==> src/rtl/mem_port_arbiter.sv <==
// rtl/mem_port_arbiter.sv - fetch/data arbiter for a single-ported unified memory
//
// Purpose: shares one memory port between instruction fetch (reads only) and
// the mem_access stage (loads/stores). One transaction is outstanding at a
// time. Data wins simultaneous requests, but never more than MAX_DATA_STREAK
// times in a row while fetch is waiting. Branch flushes swallow the fetch
// response that is still in flight.
//
// Ports:
//   clk, rst_n                      clock, asynchronous active-low reset
//   if_req_i/if_addr_i/if_flush_i   fetch request, address, response discard
//   if_gnt_o/if_rvalid_o/if_rdata_o fetch grant, read data valid, read data
//   d_req_i/d_we_i/d_addr_i/
//   d_wdata_i/d_be_i                data request, store flag, address, data, byte enables
//   d_gnt_o/d_rvalid_o/d_rdata_o    data grant, load data / store ack, load data
//   mem_req_o/mem_we_o/mem_addr_o/
//   mem_wdata_o/mem_be_o            memory request and its registered fields
//   mem_ready_i/mem_rvalid_i/
//   mem_rdata_i                     memory accept, response valid, read data
module mem_port_arbiter #(
  parameter int MAX_DATA_STREAK = 4,
  parameter int ADDR_W          = 32
) (
  input  logic              clk,
  input  logic              rst_n,
  input  logic              if_req_i,
  input  logic [ADDR_W-1:0] if_addr_i,
  input  logic              if_flush_i,
  output logic              if_gnt_o,
  output logic              if_rvalid_o,
  output logic [31:0]       if_rdata_o,
  input  logic              d_req_i,
  input  logic              d_we_i,
  input  logic [ADDR_W-1:0] d_addr_i,
  input  logic [31:0]       d_wdata_i,
  input  logic [3:0]        d_be_i,
  output logic              d_gnt_o,
  output logic              d_rvalid_o,
  output logic [31:0]       d_rdata_o,
  output logic              mem_req_o,
  output logic              mem_we_o,
  output logic [ADDR_W-1:0] mem_addr_o,
  output logic [31:0]       mem_wdata_o,
  output logic [3:0]        mem_be_o,
  input  logic              mem_ready_i,
  input  logic              mem_rvalid_i,
  input  logic [31:0]       mem_rdata_i
);

  localparam int SW = (MAX_DATA_STREAK < 1) ? 1 : $clog2(MAX_DATA_STREAK + 1);
  localparam logic [SW-1:0] STREAK_MAX = SW'(MAX_DATA_STREAK);

  typedef enum logic [1:0] {IDLE, ISSUE, WAIT} state_t;
  typedef enum logic [1:0] {OWN_NONE, OWN_FETCH, OWN_DATA} owner_t;

  state_t        state, state_nxt;
  owner_t        owner;
  logic [SW-1:0] streak;
  logic          flush_pending;
  logic          arb_en;
  logic          grant_f;
  logic          grant_d;
  logic          resp;
  logic          if_rvalid;
  logic          d_rvalid;

  always_ff @(posedge clk or negedge rst_n) begin
    if (!rst_n) state <= IDLE;
    else        state <= state_nxt;
  end

  always_comb begin
    state_nxt = state;
    arb_en    = 1'b0;
    grant_f   = 1'b0;
    grant_d   = 1'b0;
    resp      = 1'b0;
    mem_req_o = 1'b0;
    case (state)
      IDLE:  arb_en = 1'b1;
      ISSUE: begin
        mem_req_o = 1'b1;
        if (mem_ready_i) state_nxt = WAIT;
      end
      WAIT: begin
        // The response cycle doubles as an arbitration slot so back-to-back
        // transactions need no IDLE bubble.
        if (mem_rvalid_i) begin
          resp      = 1'b1;
          arb_en    = 1'b1;
          state_nxt = IDLE;
        end
      end
      default: state_nxt = IDLE;
    endcase

    // rst_n gating keeps grants low while reset is held even though the
    // requesters may still be asserting.
    if (arb_en && rst_n) begin
      if (d_req_i && !(if_req_i && streak == STREAK_MAX)) grant_d = 1'b1;
      else if (if_req_i)                                  grant_f = 1'b1;
    end
    if (grant_d || grant_f) state_nxt = ISSUE;

    if_rvalid   = resp && (owner == OWN_FETCH) && !flush_pending && !if_flush_i;
    d_rvalid    = resp && (owner == OWN_DATA);
    if_gnt_o    = grant_f;
    d_gnt_o     = grant_d;
    if_rvalid_o = if_rvalid;
    d_rvalid_o  = d_rvalid;
    if_rdata_o  = if_rvalid ? mem_rdata_i : 32'h0;
    // mem_we_o still holds the owner's direction in its response cycle.
    d_rdata_o   = (d_rvalid && !mem_we_o) ? mem_rdata_i : 32'h0;
  end

  always_ff @(posedge clk or negedge rst_n) begin
    if (!rst_n) begin
      owner         <= OWN_NONE;
      streak        <= '0;
      flush_pending <= 1'b0;
      mem_we_o      <= 1'b0;
      mem_addr_o    <= '0;
      mem_wdata_o   <= 32'h0;
      mem_be_o      <= 4'h0;
    end else begin
      if (grant_d) begin
        owner       <= OWN_DATA;
        mem_we_o    <= d_we_i;
        mem_addr_o  <= d_addr_i;
        mem_wdata_o <= d_wdata_i;
        mem_be_o    <= d_be_i;
        // Only data grants that made fetch wait count toward the streak.
        if (!if_req_i)                streak <= '0;
        else if (streak != STREAK_MAX) streak <= streak + SW'(1);
      end else if (grant_f) begin
        owner       <= OWN_FETCH;
        mem_we_o    <= 1'b0;
        mem_addr_o  <= if_addr_i;
        mem_wdata_o <= 32'h0;
        mem_be_o    <= 4'hF;
        streak      <= '0;
      end else if (resp) begin
        owner       <= OWN_NONE;
      end

      if (resp)
        flush_pending <= 1'b0;
      else if (if_flush_i && owner == OWN_FETCH && (state == ISSUE || state == WAIT))
        flush_pending <= 1'b1;
    end
  end

endmodule
==> config.mk <==
export PLATFORM = sky130hd
export DESIGN_NAME = mem_port_arbiter
export DESIGN_NICKNAME = d
export VERILOG_FILES = /design/src/rtl/mem_port_arbiter.sv
export SDC_FILE = /design/constraint.sdc
export NUM_CORES = 1
export LEC_CHECK = 0
export ABC_AREA = 1
export CAP_MARGIN = 15
export CORE_AREA = 2 2 108 110
export CTS_CLUSTER_SIZE = 16
export DETAILED_ROUTE_END_ITERATION = 16
export DIE_AREA = 0 0 110 112
export DONT_BUFFER_PORTS = 1
export SYNTH_ARGS = -nofsm -noshare
export SYNTH_HDL_FRONTEND = slang
export SYNTH_SLANG_ARGS = --single-unit
==> constraint.sdc <==
create_clock -name clk -period 1.55 [get_ports clk]
set_clock_uncertainty 0.15 [all_clocks]
set_input_delay 0.155 -clock clk [delete_from_list [all_inputs] [get_ports clk]]
set_output_delay 0.155 -clock clk [all_outputs]
set_load 0.02 [all_outputs]
Yosys cells after proc, flatten, opt, wreduce, memory -nomap -nowiden
Cells that the tools add are included.
- input port bits: 140
- register bits after elaboration: 77
- logic and storage cells: 73
- output and inout port bits: 138
- add/subtract/negate cells: 1
- multiplexer cells: 32
- equality and inequality tests: 10
- reduce and logical (&&, ||, !) cells: 22
- operators with widths (kind ; number):
    $mux W32 ; 6
    $mux W1 ; 12
    $mux W2 ; 6
    $mux W3 ; 4
    $logic_and A1 B1 Y1 ; 10
    $ne A3 B3 Y1 const B ; 3
    $mux W4 ; 2
    $pmux W2 S3 ; 1
    $eq A2 B1 Y1 const B ; 2
    $eq A2 B2 Y1 const B ; 2
    $logic_not A1 Y1 ; 4
    $reduce_bool A2 Y1 ; 2
    $add A3 B1 Y3 const B ; 1
    $eq A3 B3 Y1 const B ; 1
    $ne A3 B2 Y1 const B ; 1
    $reduce_and A3 Y1 ; 1
    $reduce_bool A3 Y1 ; 1
    $logic_not A2 Y1 ; 1
    $logic_or A1 B1 Y1 ; 2
    $ne A2 B2 Y1 const B ; 1
    $pmux W1 S2 ; 1
    $reduce_and A2 Y1 ; 1

Depth between registers and ports, before layout
Gate-level depths: netlist of run 1.
- word-level depth: 9
- gate-level depth with buffers: 11
- depth with buffers taken out: 9

Least setup slack after synthesis of run 1
Ideal clock, no wire load.
- path type: flip-flop to output port
- start point: register state[0]
- end point: output port d_rdata_o[10]
- buffers on the path: 1
- required time: 1245 ps
- stages on the path, launching flop included: 8
- arrival time: 1940 ps
- slack: -695 ps
- cells stage by stage: dfrtp_1 inv_1 ha_1 nand2_2 nor3_1 nand2_1 buf_2 nor2_1
- longest elaborated chain between the ends: 5
- RTL lines (item ; line ; text):
    start, declared ; 56 ; state_t state, state_nxt;
    start signal, assigned ; 69 ; else state <= state_nxt;
    $eq A2 B2 Y1 ; 79 ; case (state)
    $mux W1 ; 79 ;
    $logic_and A1 B1 Y1 ; 106 ; d_rvalid = resp && (owner == OWN_DATA);
    net d_rvalid_o ; 38 ; output logic d_rvalid_o,
    $logic_and A1 B1 Y1 ; 113 ; d_rdata_o = (d_rvalid && !mem_we_o) ? mem_rdata_i : 32'h0;
    $mux W32 ; 113 ;
    end, declared ; 39 ; output logic [31:0] d_rdata_o,
The timed path passes the listed nets, and every way through them passes these cells.

Worst setup path after layout of run 1
- start point: register state[0]
- end point: register mem_wdata_o[22]
- longest elaborated chain between the ends: 5
- elaborated cells on any way between the ends: 8
- classes of those cells: eq/ne: 1; mux: 4; reduce/logical: 3
- RTL lines (item ; line ; text):
    $eq A2 B2 Y1 or $logic_not A2 Y1 (tied branches) ; 79 ;
    $pmux W1 S2 (*) ; 79 ;
    $logic_and A1 B1 Y1 (*) ; 99 ; if (arb_en && rst_n) begin
    $mux W1 ; 99 ;
    $mux W32 or $reduce_bool A2 Y1 (tied branches) ; -- ;
    end signal, assigned ; 130 ; mem_wdata_o <= d_wdata_i;
    end, declared ; 43 ; output logic [31:0] mem_wdata_o,
Mark *: on every way between the ends. The rest lies on a longest branch, timed or not.
A chain may end at the register's enable or synchronous reset.

==> results of run 1 <==
per-layer routing:
| layer | share of wire | GRT usage | vias to the layer above | wire [um] |
|---|---|---|---|---|
| met5 | 0 | 0 | - | 0 |
| met4 | 0.029 | 0.0962 | 0 | 466 |
| met3 | 0.082 | 0.0644 | 43 | 1340 |
| met2 | 0.53 | 0.442 | 263 | 8620 |
| met1 | 0.36 | 0.271 | 2145 | 5860 |
| li1 | - | - | 2068 | - |
power groups by stage:
stage                     Combinational, W  Clock [W]  Sequential, W
after floorplan                    0.00181          0        0.00462
after global placement             0.00231          0        0.00486
after detailed placement           0.00242          0        0.00485
after CTS                          0.00391    0.00220        0.00495
after global routing               0.00505    0.00228        0.00525
final                              0.00466    0.00216        0.00515
cell usage in the layout (no fill, tap or decap), types with 2 or more instances in the layout:
| cell type | synthesis | final |
|---|---|---|
| clkbuf_16 | 0 | 15 |
| nor2_2 | 0 | 7 |
| inv_1 | 111 | 105 |
| o21ai_1 | 0 | 2 |
| buf_6 | 1 | 14 |
| buf_12 | 0 | 19 |
| nor2_4 | 2 | 62 |
| nand2_2 | 3 | 66 |
| dlygate4sd3_1 | 0 | 105 |
| o21ai_0 | 35 | 31 |
| buf_16 | 0 | 8 |
| clkinv_4 | 0 | 2 |
| buf_8 | 0 | 4 |
| nand4_1 | 3 | 3 |
| nand2_1 | 238 | 141 |
| nand2_4 | 1 | 34 |
| ha_1 | 5 | 2 |
| nand3_1 | 5 | 4 |
| ha_4 | 0 | 3 |
| inv_2 | 1 | 3 |
| dfrtp_1 | 77 | 77 |
| inv_4 | 0 | 3 |
| o21ai_2 | 0 | 2 |
| buf_4 | 9 | 29 |
| nor2_1 | 78 | 11 |
| clkinvlp_4 | 0 | 3 |
| nand3_4 | 1 | 2 |
area by class of cell:
| type | count | area share |
|---|---|---|
| Clock buffer | 9 | 0.0294 |
| Antenna cell | 1 | 0.000327 |
| Multi-Input combinational cell | 377 | 0.332 |
| Tap cell | 143 | 0.0234 |
| Sequential cell | 77 | 0.251 |
| Inverter | 112 | 0.0563 |
| Timing Repair Buffer | 186 | 0.296 |
| Clock inverter | 7 | 0.0108 |
registers in the layout, indices dropped and copies added (netlist names):
register       flops
flush_pending      1
mem_addr_o        32
mem_be_o           4
mem_wdata_o       32
mem_we_o           1
owner              2
state              2
streak             3
worst min path at each step:
stage           from                          end  slack, ns  cells after the start
3_5_place_dp   rst_n   mem_addr_o[13]$_DFFE_PN0P_      -0.29                      0
4_1_cts        rst_n  mem_wdata_o[25]$_DFFE_PN0P_      -0.65                      0
6_report       rst_n   mem_addr_o[13]$_DFFE_PN0P_      -0.64                      0
5_1_grt        rst_n    mem_addr_o[9]$_DFFE_PN0P_      -0.65                      0
2_1_floorplan  rst_n    flush_pending$_DFFE_PN0P_      -0.29                      0
3_3_place_gp   rst_n   mem_addr_o[13]$_DFFE_PN0P_      -0.29                      0
through the flow:
| stage | worst slack (ns) | power [W] | cell area [um^2] |
|---|---|---|---|
| final | -0.442 | 0.0120 | 7660 |
| after global routing | -0.508 | 0.0126 | 7660 |
| after CTS | -0.458 | 0.0111 | 7180 |
| after detailed placement | -0.253 | 0.00727 | 5000 |
| after global placement | -0.211 | 0.00716 | 5000 |
| after floorplan | -0.262 | 0.00643 | 4680 |
logic make-up after synthesis:
| logic type | synth area share |
|---|---|
| AOI/OAI and AO/OA | 0.0488 |
| xor gates and xnor gates | 0.00215 |
| adders and majority gates | 0.0153 |
| buffers and inverters | 0.141 |
| DFF | 0.472 |
| and+or+nand+nor | 0.320 |
cell usage after synthesis (3+ instances only):
cell type	number	area [um^2]
nand2_1	238	893
inv_1	111	417
nor2_1	78	293
dfrtp_1	77	1930
o21ai_0	35	175
buf_2	11	55.1
buf_4	9	67.6
clkbuf_1	6	22.5
ha_1	5	62.6
nand3_1	5	25.0
nand2_2	3	18.8
nand4_1	3	18.8
worst register-to-register path: stages (launching register included):
cell and delay (ns):
dfrtp_1 0.40, inv_2 0.08, ha_4 0.14, nand2_4 0.07, buf_6 0.12, nand2_4 0.07, nand2_4 0.05, nor2_4 0.10
buf_6 0.13, nor2_4 0.05, buf_12 0.14, buf_12 0.13, buf_16 0.14, nand2_1 0.06, nand2_1 0.06
timing repair:
action,in CTS,in global routing
pin swaps,26,44
gates resized for setup,97,104
gates cloned,12,6
setup endpoints to repair,145,145
hold endpoints to repair,150,78
setup buffers,17,15
==> reports/qor.log, run 1 <==
qor: floorplan.io_pins 278
qor: pwr.clock_power_share 0.181
qor: yosys.leading_register_cell_type_out_of_synthesis dfrtp_1
qor: layout.multi_input_combinational_cell_area 2540 um^2
qor: sta.grt_setup_unrepaired yes
qor: grt.grt.total_usage 0.246
qor: setup_path.critPathMaxStageDelay 0.40 ns
qor: setup_path.cp-endpoint mem_wdata_o[22]$_DFFE_PN0P_
qor: floorplan.core 11200 um^2
qor: drt.detailedRoute.firstPassIterationCount 5
qor: yosys.synth_enable_flop_cells 0
qor: sta.post-route-period-util 1.29
qor: yosys.synth-seq-cells 77
qor: floorplan.floorplan.die.height 112 um
qor: drt.drt_iter0_markers 190
qor: layout.layoutNonFillerInstCount 912
qor: floorplan.start_util 0.365
qor: setup_path.number_of_buffers_and_inverters_on_the_critical_path 6
qor: yosys.synthesis.yosys.warnings 0
qor: cts.cts-root-buf clkbuf_16
qor: status.violations hold timing, setup timing
qor: setup_path.critical_path_class register to register
qor: yosys.synth_seq_area_share 0.472
qor: sta.setup_viol 144
qor: layout.fin_nets 908
qor: setup_path.rr_startpoint state[0]$_DFFE_PN0P_
qor: sta.timing_max_transition_violations_final 0
qor: setup_path.critPathTopFamily buffers and inverters
qor: status.run_status finished, violations left
qor: cts.tritoncts.num_buffers 9
qor: yosys.synth.lib_cells_used.distinct 22
qor: sta.layout_setup_ws -0.442 ns
qor: grt.first_pass_grt_wire_length 23.2 mm
qor: sta.final_hold_viol_count 78
qor: drt.drtAntennaViolNets 0
qor: hold_path.hold_path_class input port to async pin
qor: floorplan.floorplan.die.width 110 um
qor: placement.cell_count_after_placement 749
qor: cts.worstSkewPairLatency 0.33 ns
qor: layout.area.growth.synth_to_final 87.9%
qor: drt.vias 4519
qor: cts.clock_pin_slew_of_the_registers_on_the_worst_case_setup_and_hold_paths 0.06 ns
qor: sta.final_period_minus_worst_setup_slack 1.99 ns
qor: floorplan.area_of_the_die 12300 um^2
qor: drt.wirelength 16.3 mm
qor: pwr.power_frac_seq 0.430
qor: sta.finalHoldWorstSlack -0.637 ns
qor: setup_path.worstPathMaxFanout 8
qor: pwr.switching_part_of_the_total_power 0.446
qor: setup_path.crit_path_end_kind register
qor: pwr.power-per-cell-area 1560 nW/um^2
qor: layout.layout-drive-gt1-share 0.368
qor: layout.fillerInstances 781
qor: placement.gp_routability_congestion 0.780
qor: setup_path.slowest_stage dfrtp_1
qor: setup_path.r2r_slack -0.44 ns
qor: grt.grt_antenna_before_repair 1
qor: yosys.synthCells 593
qor: setup_path.worst-endpoint-required 1.62 ns
qor: yosys.synth.cell_area 4080 um^2
qor: setup_path.cp_data_arrival_time 2.06 ns
qor: grt.vias_in_the_first_global_route 4561
qor: sta.worst_slew_pin_slew 0.334 ns
qor: floorplan.std_cell_rows 39
qor: grt.grt_start_max_net_pins 81
qor: layout.layout.core_utilization 0.686
qor: drt.route.detailed.drc 0
qor: placement.hpwl 8.64 mm
qor: drt.vias_per_cell 4.96
qor: cts.cts_max_path_buffers 2
qor: yosys.syn_nets 738
qor: run.timing.max_cap.violations 0
qor: sta.max_freq 502 MHz
qor: setup_path.ff2ff_path_depth 14
qor: cts.count_of_clock_tree_sinks 77
qor: yosys.syn_avg_cell_area 6.88 um^2
qor: yosys.postSynth.asyncResetShare 1.00
qor: setup_path.crit_path_start_kind register
qor: sta.finalSetupTns -55.69 ns
qor: grt.total_global_routing_overflow 0
qor: pwr.leakagePower 3.84 nW
qor: pwr.switching_power 0.00534 W
qor: setup_path.critical_path_cell_count 14
qor: setup_path.path_cells inv_2, ha_4, nand2_4, buf_6, nand2_4, nand2_4, nor2_4, buf_6, nor2_4, buf_12, buf_12, buf_16, nand2_1, nand2_1
qor: cts.cts_tree done
qor: placement.port_buffers 0
qor: cts.cts.htree.levels 3
qor: pwr.intPower 0.00663 W
qor: setup_path.crit_path_start state[0]$_DFFE_PN0P_
qor: cts.cts_hold_repair.buffers 105
qor: setup_path.path_common_cell nand2_4
qor: drt.avgRoutedWirePerCell 17.9 um
qor: setup_path.r2r_end mem_wdata_o[22]$_DFFE_PN0P_
qor: pwr.combinationalPowerShare 0.389
qor: pwr.worst_ir_drop_vdd 0.00109 V
qor: sta.slew-limit-headroom 0.777
qor: layout.regArea 1930 um^2
No activity file was read; power rests on OpenSTA's default activity.
==> run 2, diff against run 1 <==
- clock period: 1.55 -> 2.1 ns (I/O delays scaled with it)
==> run 2 against run 1 <==
  * The flow still finishes with violations (hold timing, setup timing)
  * Setup slack improved by 0.41 ns
  * Total power down 38%
  * Hold slack gained 0.055 ns
  * Sequential power fell by 30%
  * Sequential share of layout area increased by 3.0 points
  * Critical path type is now register to output port
  * Largest cell class is now non-clock buffers
==> reports/qor.log, run 2 (synthesized netlist as in run 1, its figures left out) <==
qor: status.run_status finished, violations left
qor: status.violations hold timing, setup timing
qor: sta.finalHoldWorstSlack -0.581 ns [+0.0551 ns]
qor: setup_path.cp_data_arrival_time 1.77 ns [-0.29 ns]
qor: layout.layout_common_cells 236 x nand2_1, 108 x inv_1, 106 x dlygate4sd3_1
qor: pwr.worst_ir_drop_vdd 0.000708 V [-35%]
qor: placement.gp_routability_congestion 0.749 [-4.0%]
qor: grt.grt_start_max_net_pins 81 [unchanged]
qor: floorplan.core 11200 um^2 [unchanged]
qor: placement.hpwl 8.79 mm [+1.7%]
qor: pwr.power-per-cell-area 1090 nW/um^2 [-30%]
qor: layout.fin_nets 922 [+1.5%]
qor: cts.tritoncts.num_buffers 9 [unchanged]
qor: floorplan.std_cell_rows 39 [unchanged]
qor: sta.final_period_minus_worst_setup_slack 2.13 ns
qor: cts.cts_max_path_buffers 2 [unchanged]
qor: drt.drtAntennaViolNets 0 [unchanged]
qor: hold_path.hold_path_class input port to async pin
qor: setup_path.worstPathMaxFanout 8 [unchanged]
qor: sta.grt_setup_unrepaired yes
qor: layout.layout.core_utilization 0.612 [-0.0737]
qor: placement.placed_instance_area 4760 um^2 [-4.9%]
qor: layout.layout-drive-gt1-share 0.199 [-0.169]
qor: placement.port_buffers 0 [unchanged]
qor: pwr.leakagePower 3.72 nW [-3.1%]
qor: floorplan.area_of_the_die 12300 um^2 [unchanged]
qor: layout.area.growth.synth_to_final 67.7%
qor: setup_path.worst-endpoint-required 1.74 ns [+0.12 ns]
qor: run.timing.max_cap.violations 0 [unchanged]
qor: sta.max_freq 469 MHz
qor: sta.timing_max_transition_violations_final 0 [unchanged]
qor: layout.post-route-cell-area 6840 um^2 [-11%]
qor: grt.first_pass_grt_wire_length 22.0 mm [-5.4%]
qor: setup_path.path_cells inv_2, ha_4, nand2_4, nor3_4, nand2_4, clkbuf_16, nor2_2, buf_6
qor: grt.vias_in_the_first_global_route 4492 [-1.5%]
qor: cts.cts-root-buf clkbuf_16
qor: sta.worst_slew_pin_slew 0.279 ns [-0.0550 ns]
qor: grt.grt_antenna_before_repair 1 [unchanged]
qor: drt.vias 4487 [-0.71%]
qor: cts.worstSkewPairLatency 0.33 ns [about the same]
qor: drt.route.detailed.drc 0 [unchanged]
qor: drt.detailedRoute.firstPassIterationCount 4 [-1]
qor: sta.setup_viol 11 [-92%]
qor: cts.cts_tree done
qor: setup_path.critPathMaxStageDelay 0.39 ns [about the same]
qor: cts.clock_pin_slew_of_the_registers_on_the_worst_case_setup_and_hold_paths 0.06 ns [about the same]
qor: cts.cts.htree.levels 3 [unchanged]
qor: setup_path.crit_path_end_kind output port
qor: sta.layout_setup_ws -0.0323 ns [+0.410 ns]
qor: setup_path.crit_path_start_kind register
qor: floorplan.start_util 0.365 [unchanged]
qor: setup_path.slowest_stage dfrtp_1
qor: grt.total_global_routing_overflow 0 [unchanged]
qor: drt.avgRoutedWirePerCell 16.6 um [-7.1%]
qor: layout.largest_registers mem_addr_o (32), mem_wdata_o (32), mem_be_o (4)
qor: drt.vias_per_cell 4.85 [-2.2%]
qor: setup_path.path_common_cell nand2_4
qor: floorplan.floorplan.die.height 112 um [unchanged]
qor: grt.grt.total_usage 0.232 [-0.0137]
qor: setup_path.critical_path_class register to output port
qor: sta.slew-limit-headroom 0.814 [+0.0367]
qor: drt.wirelength 15.4 mm [-5.7%]
qor: floorplan.io_pins 278 [unchanged]
qor: layout.final_common_cell nand2_1
qor: sta.post-route-period-util 1.02
qor: cts.count_of_clock_tree_sinks 77 [unchanged]
qor: sta.final_hold_viol_count 77 [-1.3%]
qor: floorplan.floorplan.die.width 110 um [unchanged]
qor: drt.drt_iter0_markers 304 [+60%]
run 2: worst paths after layout:
kind / startpoint / to / slack [ns] / depth (start not counted)
hold / removal: rst_n / mem_addr_o[18]$_DFFE_PN0P_ / -0.58 / 0
setup / recovery: state[0]$_DFFE_PN0P_ / d_rdata_o[8] / -0.03 / 8
max in group asynchronous: rst_n / mem_wdata_o[13]$_DFFE_PN0P_ / 2.26 / 0
min in group clk: if_req_i / streak[2]$_DFFE_PN0P_ / 0.04 / 4
hold reg to reg: owner[1]$_DFFE_PN0P_ / owner[1]$_DFFE_PN0P_ / 0.38 / 2
setup reg to reg: state[0]$_DFFE_PN0P_ / mem_addr_o[29]$_DFFE_PN0P_ / 0.10 / 13
run 2: worst max-delay path, delay by kind of cell (launching register included):
family                     cells  cell delay, ns
and+or+nand+nor                4            0.47
buffers and inverters          3            0.43
adders and majority gates      1            0.15
DFF                            1            0.39
run 2: final cells by class:
type,instances,area [um^2]
Antenna cell,1,2.50
Clock buffer,11,233
Clock inverter,5,85.1
Fill cell,888,4340
Inverter,112,423
Multi-Input combinational cell,377,1840
Sequential cell,77,1930
Tap cell,143,179
Timing Repair Buffer,200,2150
run 2: per-layer routing:
layer  global-route usage  wire length [um]  vias up
met1                0.228              5220     2120
met2                0.427              8300      241
met3               0.0650              1290       44
li1                     -                 -     2082
met5                    0                 0        -
met4                0.127               553        0
run 2: what timing repair did:
action,CTS,global route
cloned,3,5
gates resized for setup,28,79
setup endpoints to repair,66,78
pin swaps,4,5
buffers inserted,7,4
hold buffers,105,1
endpoints found under the hold margin,150,78
run 2: report_power, final:
part           internal (W)  switching, W
combinational      0.000968       0.00121
clock               0.00105      0.000609
sequential          0.00220       0.00142
run 2: stage by stage:
step | cells | hold WS, ns | setup WS [ns] | setup TNS (ns) | total power, W
after floorplan | 593 | -0.236 | 0.0498 | 0 | 0.00463
after global placement | 784 | -0.234 | 0.245 | 0 | 0.00509
after detailed placement | 784 | -0.234 | 0.209 | 0 | 0.00520
after CTS | 915 | -0.592 | -0.0347 | -0.751 | 0.00717
after global routing | 926 | -0.598 | -0.114 | -2.87 | 0.00787
final | 926 | -0.581 | -0.0323 | -0.204 | 0.00745
==> run 3, diff against run 2 <==
- clock period: 2.1 -> 2.6 ns (I/O delays scaled with it)
==> run 3 against run 2 <==
  * Die area is the same
  * Combinational power shrank 39%
  * Setup slack gained 0.20 ns
  * Register-to-register slack gained 0.29 ns
  * Final cell count shrank 5.7%
  * Total power shrank 21%
  * The flow now finishes without violations
==> reports/qor.log, run 3 (synthesized netlist as in run 1, its figures left out) <==
qor: setup_path.critPathTopFamily simple AND/OR/NAND/NOR gates
qor: layout.largest_registers mem_addr_o (32), mem_wdata_o (32), mem_be_o (4)
qor: sta.post-route-period-util 0.934
qor: floorplan.start_util 0.365 [unchanged]
qor: grt.vias_in_the_first_global_route 4091 [-8.9%]
qor: sta.max_freq 412 MHz
qor: grt.grt_start_max_net_pins 78 [-3.7%]
qor: placement.dp_slack 0.433 ns [+0.224 ns]
qor: sta.finalSetupTns 0 ns [+0.204 ns]
qor: floorplan.floorplan.die.height 112 um [unchanged]
qor: placement.hpwl 8.90 mm [+1.3%]
qor: floorplan.io_pins 278 [unchanged]
qor: pwr.worst_ir_drop_vdd 0.000492 V [-31%]
qor: floorplan.core 11200 um^2 [unchanged]
qor: sta.layout_setup_ws 0.170 ns [+0.203 ns]
qor: placement.gp_routability_congestion 0.815 [+8.8%]
qor: layout.fin_nets 869 [-5.7%]
qor: layout.final_common_cell nand2_1
qor: cts.clock_pin_slew_of_the_registers_on_the_worst_case_setup_and_hold_paths 0.06 ns [about the same]
qor: sta.timing_max_transition_violations_final 0 [unchanged]
qor: drt.route.detailed.drc 0 [unchanged]
qor: setup_path.worst-endpoint-required 2.19 ns [+0.45 ns]
qor: setup_path.path_cells inv_1, ha_1, nand2_2, nand2_2, nand3_4, inv_2, nand2_1, inv_1
qor: layout.layout_common_cells 238 x nand2_1, 111 x inv_1, 78 x nor2_1
qor: setup_path.cp_data_arrival_time 2.02 ns [+0.25 ns]
qor: floorplan.area_of_the_die 12300 um^2 [unchanged]
qor: setup_path.number_of_buffers_and_inverters_on_the_critical_path 3 [unchanged]
qor: cts.cts-root-buf clkbuf_16
qor: hold_path.hold_path_class input port to register
qor: sta.final_period_minus_worst_setup_slack 2.43 ns
qor: setup_path.rr_startpoint state[0]$_DFFE_PN0P_
qor: sta.final_hold_viol_count 0 [-100%]
qor: cts.count_of_clock_tree_sinks 77 [unchanged]
qor: setup_path.crit_path_end_kind output port
qor: cts.cts_max_path_buffers 2 [unchanged]
qor: sta.worst_slew_pin_slew 0.707 ns [+0.428 ns]
qor: drt.vias 4108 [-8.4%]
qor: cts.cts_tree done
qor: cts.post-cts-setup-buffer-count 0 [-7]
qor: cts.cts.htree.levels 3 [unchanged]
qor: sta.finalHoldWorstSlack 0.00809 ns [+0.590 ns]
qor: floorplan.std_cell_rows 39 [unchanged]
qor: grt.grt.total_usage 0.215 [-0.0168]
qor: layout.area.growth.synth_to_final 42.6%
qor: setup_path.slowest_stage dfrtp_1
qor: grt.total_global_routing_overflow 0 [unchanged]
qor: hold_path.hold_path.startpoint if_addr_i[30]
qor: drt.avgRoutedWirePerCell 15.3 um [-7.7%]
qor: sta.grt_setup_unrepaired no
qor: sta.slew-limit-headroom 0.527 [-0.287]
qor: placement.port_buffers 0 [unchanged]
qor: pwr.power-per-cell-area 1010 nW/um^2 [-7.3%]
qor: run.timing.max_cap.violations 0 [unchanged]
qor: setup_path.crit_path_start_kind register
qor: grt.first_pass_grt_wire_length 20.1 mm [-8.3%]
qor: status.run_status finished, final reports clean
qor: setup_path.critical_path_class register to output port
qor: setup_path.critPathMaxStageDelay 0.41 ns [+0.02 ns]
qor: drt.vias_per_cell 4.71 [-2.9%]
qor: layout.layout-drive-gt1-share 0.134 [-0.0651]
qor: setup_path.crit_path_start state[0]$_DFFE_PN0P_
qor: pwr.leakagePower 3.38 nW [-9.1%]
qor: drt.drtAntennaViolNets 0 [unchanged]
qor: drt.detailedRoute.firstPassIterationCount 5 [+1]
qor: cts.tritoncts.num_buffers 9 [unchanged]
qor: drt.drt_iter0_markers 217 [-29%]
qor: sta.setup_viol 0 [-11]
qor: drt.wirelength 13.4 mm [-13%]
qor: setup_path.worstPathMaxFanout 18 [+10]
qor: cts.worstSkewPairLatency 0.33 ns [about the same]
qor: grt.grt_antenna_before_repair 4 [+3]
qor: floorplan.floorplan.die.width 110 um [unchanged]
## run 3: cell types whose count changed in the layout (fill, tap and decap cells not counted), moves of 2 or more
cell,delta
buf_16,-2
inv_2,-2
nor2_4,-26
buf_6,-29
nand2_1,+2
buf_12,-7
inv_1,+3
buf_4,+23
bufinv_16,+3
nand2_4,-3
nor2_1,+32
dlygate4sd3_1,-33
nor2_2,-6
clkbuf_16,-5
## run 3: cell type report
cell class,count,area (um^2)
Clock inverter,6,159
Multi-Input combinational cell,378,1590
Antenna cell,1,2.50
Sequential cell,77,1930
Tap cell,143,179
Fill cell,1029,5360
Clock buffer,10,229
Timing Repair Buffer,146,1310
Inverter,112,420
## run 3: final timing paths
path / end / slack, ns / cells past startpoint
max in group asynchronous: flush_pending$_DFFE_PN0P_ / 1.66 / 2
min in group asynchronous: mem_addr_o[10]$_DFFE_PN0P_ / 0.34 / 2
setup / recovery: if_gnt_o / 0.17 / 8
hold / removal: mem_addr_o[30]$_DFFE_PN0P_ / 0.008 / 4
hold reg to reg: flush_pending$_DFFE_PN0P_ / 0.37 / 2
setup reg to reg: mem_addr_o[6]$_DFFE_PN0P_ / 0.39 / 8
## run 3: routing by layer
| metal | vias up | track usage | part of all wire |
|---|---|---|---|
| li1 | 1979 | - | - |
| met1 | 1881 | 0.206 | 0.35 |
| met2 | 201 | 0.391 | 0.52 |
| met3 | 41 | 0.0925 | 0.10 |
| met4 | 6 | 0.0937 | 0.031 |
| met5 | - | 0 | 0.0034 |
## run 3: tightest hold or removal path, stage by stage
cell and delay (ns):
inv_1 0.03, o21ai_0 0.07, nand2_1 0.06, nand2_1 0.04
## run 3: stage by stage
stage | cell area, um^2 | instances | utilization | power (W)
after floorplan | 4080 | 593 | - | 0.00373
after global placement | 4650 | 781 | 0.417 | 0.00404
after detailed placement | 4650 | 781 | 0.417 | 0.00412
after CTS | 5800 | 871 | 0.519 | 0.00589
after global routing | 5820 | 872 | 0.520 | 0.00624
final | 5820 | 873 | 0.521 | 0.00588
## run 3: where the power goes
| group | leakage [nW] | switching (W) | internal [W] |
|---|---|---|---|
| Clock | 0.187 | 0.000491 | 0.00113 |
| Combinational | 2.24 | 0.000846 | 0.000494 |
| Sequential | 0.954 | 0.00114 | 0.00177 |
| Total | 3.38 | 0.00247 | 0.00340 |
## run 3: what timing repair did
| item | in CTS | in global routing |
|---|---|---|
| hold endpoints to repair | 149 | 0 |
| setup endpoints to repair | 0 | 4 |
| gates resized for setup | 0 | 1 |
| hold buffers | 74 | 0 |
